==> src/rtl/ain_debouncer.sv <==
// ain_debouncer: synchronizes the two raw push-button levels and drives a
// debounced 2-bit code onto ain for the downstream sequence detector.
// A new code is accepted only after it has been stable for DEBOUNCE_CYCLES
// clocks. Accepted changes pulse ain_changed, and abandoned candidates
// are counted in a saturating glitch counter.
module ain_debouncer #(
  parameter int DEBOUNCE_CYCLES = 16,
  parameter int GLITCH_W        = 8
) (
  input  logic                clk,
  input  logic                reset,
  input  logic [1:0]          btn_raw,
  output logic [1:0]          ain,
  output logic                ain_changed,
  output logic                settling,
  output logic [GLITCH_W-1:0] glitch_count
);

  localparam int CNT_W = $clog2(DEBOUNCE_CYCLES + 1);
  localparam logic [CNT_W-1:0] CNT_LAST = CNT_W'(DEBOUNCE_CYCLES - 1);

  typedef enum logic {
    STABLE   = 1'b0,
    SETTLING = 1'b1
  } state_t;

  state_t              state, state_nxt;
  logic [1:0]          sync1, sync2;
  logic [1:0]          cand, cand_nxt;
  logic [1:0]          ain_nxt;
  logic [CNT_W-1:0]    cnt, cnt_nxt;
  logic                ain_changed_nxt;
  logic [GLITCH_W-1:0] glitch_nxt;

  // Two-flop synchronizer for both button bits. Only sync2 is used past this point.
  // NOTE: sequential state is written with non-blocking assignments so that
  // every flop samples the pre-edge value of its neighbours; with blocking
  // assignments sync2 would pick up btn_raw in the same edge and the
  // synchronizer would collapse to a single stage.
  always_ff @(posedge clk or posedge reset) begin
    if (reset) begin
      sync1 <= 2'b00;
      sync2 <= 2'b00;
    end else begin
      sync1 <= btn_raw;
      sync2 <= sync1;
    end
  end

  // Debounce FSM register plus its datapath (candidate, timer, outputs).
  always_ff @(posedge clk or posedge reset) begin
    if (reset) begin
      state        <= STABLE;
      cand         <= 2'b00;
      cnt          <= '0;
      ain          <= 2'b00;
      ain_changed  <= 1'b0;
      glitch_count <= '0;
    end else begin
      state        <= state_nxt;
      cand         <= cand_nxt;
      cnt          <= cnt_nxt;
      ain          <= ain_nxt;
      ain_changed  <= ain_changed_nxt;
      glitch_count <= glitch_nxt;
    end
  end

  // Next-state logic: time the candidate, accept it, or reject it as a glitch.
  always_comb begin
    // NOTE: every signal driven here gets a hold/default value first, so
    // that no path through the case leaves a variable unassigned and
    // synthesis never infers a latch.
    state_nxt       = state;
    cand_nxt        = cand;
    cnt_nxt         = cnt;
    ain_nxt         = ain;
    ain_changed_nxt = 1'b0;
    glitch_nxt      = glitch_count;

    unique case (state)
      STABLE: begin
        if (sync2 != ain) begin
          cand_nxt  = sync2;
          cnt_nxt   = '0;
          state_nxt = SETTLING;
        end
      end

      SETTLING: begin
        if (sync2 == cand) begin
          if (cnt == CNT_LAST) begin
            ain_nxt         = cand;
            ain_changed_nxt = 1'b1;
            cnt_nxt         = '0;
            state_nxt       = STABLE;
          end else begin
            cnt_nxt = cnt + 1'b1;
          end
        end else begin
          // The candidate moved before it was accepted: count one glitch.
          if (glitch_count != '1) begin
            glitch_nxt = glitch_count + 1'b1;
          end
          if (sync2 == ain) begin
            state_nxt = STABLE;
          end else begin
            cand_nxt = sync2;
            cnt_nxt  = '0;
          end
        end
      end

      default: state_nxt = STABLE;
    endcase
  end

  // The state flop itself is the settling indicator.
  assign settling = (state == SETTLING);

endmodule

==> config.mk <==
export PLATFORM = sky130hd
export DESIGN_NAME = ain_debouncer
export DESIGN_NICKNAME = d
export VERILOG_FILES = /design/src/rtl/ain_debouncer.sv
export SDC_FILE = /design/constraint.sdc
export NUM_CORES = 1
export LEC_CHECK = 0
export ABC_AREA = 1
export BUFFER_PORTS_ARGS = -buffer_cell sky130_fd_sc_hd__buf_2
export CAP_MARGIN = 20
export CORE_MARGIN = 5
export CORE_UTILIZATION = 60
export CTS_CLUSTER_SIZE = 24
export DETAILED_ROUTE_END_ITERATION = 12
export GPL_TIMING_DRIVEN = 0
export MAX_ROUTING_LAYER = met4
export PLACE_DENSITY_LB_ADDON = 0.25
export SLEW_MARGIN = 40
export SYNTH_ARGS = -nofsm -noshare
export SYNTH_HDL_FRONTEND = slang
export SYNTH_SLANG_ARGS = --single-unit
==> constraint.sdc <==
create_clock -name clk -period 2.43 [get_ports clk]
set_clock_uncertainty 0.1 [all_clocks]
set_input_delay 0.486 -clock clk [delete_from_list [all_inputs] [get_ports clk]]
set_output_delay 0.486 -clock clk [all_outputs]
set_load 0.01 [all_outputs]
Yosys cells after proc, flatten, opt, wreduce, memory -nomap -nowiden
Cells that the tools add are included.
{ "word_totals": {"regBits": 23, "input_bits": 4, "output_inout_bits": 12, "elab_cells": 42} }
{ "op_classes": {"addsub": 2, "eq_ne": 9, "muxes": 17, "bitwise": 2, "n_reduce_logical": 4} }
{ "op_table": {"columns": ["op", "n"], "rows": [
  ["two-way mux 5 bit", 4],
  ["one-hot mux 5 bit (2 select lines)", 1],
  ["AND reduction 3 bit", 3],
  ["adder 8 x 1 -> 8 bit (second input constant)", 1],
  ["inequality test 8 bit (second input constant)", 1],
  ["two-way mux 1 bit", 7],
  ["two-way mux 2 bit", 3],
  ["inequality test 2 bit (second input constant)", 3],
  ["adder 5 x 1 -> 5 bit (second input constant)", 1],
  ["== test 5 x 4 -> 1 bit (second input constant)", 1],
  ["== test 2 bit", 2],
  ["one-hot mux 2 bit (2 select lines)", 1],
  ["inequality test 3 bit (second input constant)", 1],
  ["inequality test 2 bit", 1],
  ["NOT 1 bit", 2],
  ["one-hot mux 1 bit (2 select lines)", 1],
  ["AND reduction 2 bit", 1]
]} }

Logic depth before layout (Yosys ltp)
{ "logic_depth": {"word_depth": 4, "depth_mapped": 8, "ltp_nobuf": 8} }

Worst setup path before layout
No wires, ideal clock.
{ "synth_path": {"path_type": "reg2reg", "start": "register glitch_count[0]", "end": "register glitch_count[4]", "setup_ns": 0.065, "t_arrival_ns": 1.248, "required_time_ns": 2.265, "setup_slack_ns": 1.017, "path_stages_with_launch": 9, "path_buffers": 0, "period_less_slack_ns": 1.413, "cell_sequence": "dfrtp_1 ha_1 inv_1 nor2_2 nand2_2 clkinv_1 nor2_4 nand2_1 nand2_1"} }
{ "synth_between": {"elab_chain_len": 2, "word_cells_on_any_way": 3, "cone_classes": "1 x add/sub; 1 x eq/ne; 1 x reduce/logical"} }
{ "synth_lines": {"columns": ["item", "line_no", "rtl"], "rows": [
  ["start: declaration", "16", "output logic [GLITCH_W-1:0] glitch_count"],
  ["start signal: assignment", "65", "glitch_count <= glitch_nxt;"],
  ["parallel branches: the longest is 2 deep, another holds adder 8 x 1 -> 8 bit", null, null]
]} }
Several ways; the timed one is not identified.
A chain may end at the register's enable or synchronous reset.

Final worst setup path
{ "layout_path": {"start": "register glitch_count[0]", "end": "register glitch_count[1]"} }
The elaborated chain is that of the path after synthesis.

==> flow_summary.toml <==
[worst_setup_path]
rr_worst_depth = 8
worstSetupEndpointType = "flop"
cpMostUsedCell = "nand2_1"
critPathLaunchType = "flop"
critical_path_class = "reg2reg"
path_cells = "ha_1 > inv_1 > nor2_2 > nand2_2 > clkinv_1 > nor2_4 > nand2_1 > nand2_1"
worstPathMaxFanout = 6
cp_data_arrival_time_ns = 1.71
r2r_slack_ns = 0.89
required_ns = 2.59
max_stage_delay_ns = 0.44
cp_slowest_cell = "dfrtp_1"

[detailed_routing]
first_iter_violations = 28
final_antenna_net_count = 0
num_vias = 974
vias_per_cell = 4.85
drc_errors = 0
routed_wl_um = 2110
wire_per_inst_um = 10.5
drt_pass1_iterations = 4

[sta]
worstMarginPinSlew_ns = 0.473
fin_crit_ns = 1.54
min_period_over_period_pct = 63.5
rsz0062_at_grt = "no"
worst_slack_ns = 0.886
relSlewSlack_pct = 68.5
drv_slew = 0
fmax_mhz = 648
tns_ns = 0
finalHoldViolations = 0
setup_viol = 0

[outcome]
outcome = "complete, no violations"

[power_and_ir_drop]
switching_share_pct = 37.7
p_sw_uw = 392
power_leakage_nw = 0.775
ir_worst_vdd_uv = 601
p_int_uw = 648
p_comb_share_pct = 32.4
cellPowerDensity_nw_per_um2 = 738
pwr-share-seq_pct = 50.6
power_frac_clock_pct = 17.0
power_mw = 1.04

[yosys]
async_reset_ff_share_pct = 100
syn_avg_cell_area_um2 = 8.22
synthCells = 155
yosysWarnings = 0
syn_nets = 161
yosys_register_bits = 23
ys_types = 22
ys.flop_type = "dfrtp_1"
yosysSeqAreaShare_pct = 45.2
synth_edf_count = 0
syn_area_um2 = 1270

[clock_tree]
cts.repair.resized = 0
cts_tree = "yes"
cts_buffers = 3
clkLatencyLatePin_ns = 0.31
clk_pin_slew_ns = 0.13
root_buffer = "clkbuf_4"
h-tree-depth = 1
hold_buffers = 0
post_cts_buffers = 0
cts_buffer_depth = 2
cts_sinks = 23

[floorplanning]
dieHeight_um = 56.1
die_w_um = 56.1
start_util_pct = 63.6
die-area_um2 = 3140
row_count = 16
core_area_um2 = 2000
num_io_pins = 16

[placed_design]
dp_slack_ns = 0.896
dp_hpwl_um = 1600
portBuffers = 15
place_congestion = 0.794

[layout]
antennaDiodeCount = 0
area_growth_pct = 10.6
drive_gt1_share_pct = 25.9
nets = 181
layout_common_cells = "56 x nand2_1, 23 x dfrtp_1, 16 x inv_1, 15 x buf_2, 12 x nand3_1"
final_common_cell = "nand2_1"
final_util_pct = 70.4

[global_routing]
overflow = 0
track_usage_pct = 16.4
antenna_found_initial = 0
grt_pass1_wl_um = 4020
grt_start_max_net_pins = 24
grt_pass1_vias = 957

[job]
maxCapViolations = 0

[hold_path]
hp-class = "in2async"
state kept, by name, summed over array words and instances (netlist names):
register      count
sync1             2
ain_changed       1
settling          1
glitch_count      8
cand              2
ain               2
sync2             2
cnt               5
power by group through the flow:
stage               clock (mW)  combinational, mW  sequential, mW
floorplan                    0              0.222           0.544
global placement             0              0.329           0.530
detailed placement           0              0.342           0.533
CTS                      0.184              0.344           0.524
global route             0.201              0.387           0.540
finish                   0.177              0.337           0.526
metrics by stage:
| stage | cell area [µm²] | hold slack [ns] | cells |
|---|---|---|---|
| 3_3_place_gp | 1380 | 0.237 | 197 |
| 6_report | 1410 | 0.0641 | 201 |
| 4_1_cts | 1410 | 0.0821 | 201 |
| 2_1_floorplan | 1270 | 0.231 | 155 |
| 5_1_grt | 1410 | 0.0927 | 201 |
| 3_5_place_dp | 1380 | 0.243 | 197 |
final cells by class:
| class | instances | area, µm² |
|---|---|---|
| clock buffers | 4 | 26.3 |
| well taps | 27 | 33.8 |
| fillers | 167 | 593 |
| repair buffers | 15 | 75.1 |
| inverters | 21 | 78.8 |
| flip-flops and latches | 23 | 576 |
| multi-input cells | 109 | 601 |
| plain buffers | 2 | 18.8 |
worst max-delay path, delay by kind of cell, from the launching register on:
kind / cells / cell delay, ns
adders and majority gates: 1 / 0.27
buffers and inverters: 2 / 0.19
DFF: 1 / 0.44
and+or+nand+nor: 5 / 0.49
worst paths after layout:
| check | end | startpoint |
|---|---|---|
| hold / removal | glitch_count[3] | reset |
| setup reg to reg | glitch_count[1] | glitch_count[0] |
| hold reg to reg | sync2[0] | sync1[0] |
| setup / recovery | glitch_count[1] | glitch_count[0] |
| min in group clk | sync1[1] | btn_raw[1] |
| max in group asynchronous | ain[1] | reset |
synthesized netlist by cell type, types with 2 or more instances:
library cell / count / area [µm²]
inv_2: 3 / 11.3
nand3_1: 12 / 60.1
ha_1: 2 / 25.0
inv_1: 17 / 63.8
xnor2_1: 3 / 26.3
dfrtp_1: 23 / 576
nor2_2: 2 / 12.5
nor2_4: 4 / 45.0
nand3_4: 2 / 35.0
nand2_2: 7 / 43.8
nand4_1: 3 / 18.8
nor2_1: 7 / 26.3
o21ai_1: 2 / 10.0
nand2_4: 5 / 56.3
nand2_1: 56 / 210
per-layer routing:
| layer | GRT usage, % | vias to the layer above | share of wire (%) |
|---|---|---|---|
| met3 | 3.02 | 4 | 3.4 |
| met4 | 7.46 | 0 | 1.8 |
| met2 | 24.5 | 17 | 44 |
| li1 | - | 511 | - |
| met5 | - | - | 0 |
| met1 | 21.4 | 442 | 51 |
cell families after synthesis:
family / count (synthesis) / share of synthesized area (%)
compound gates: 3 / 1.18
flops: 23 / 45.2
buf+inv: 23 / 7.66
fa+ha+maj: 2 / 1.96
xor+xnor: 4 / 2.75
simple gates: 100 / 41.3
Power figures use the tool's default switching activity.
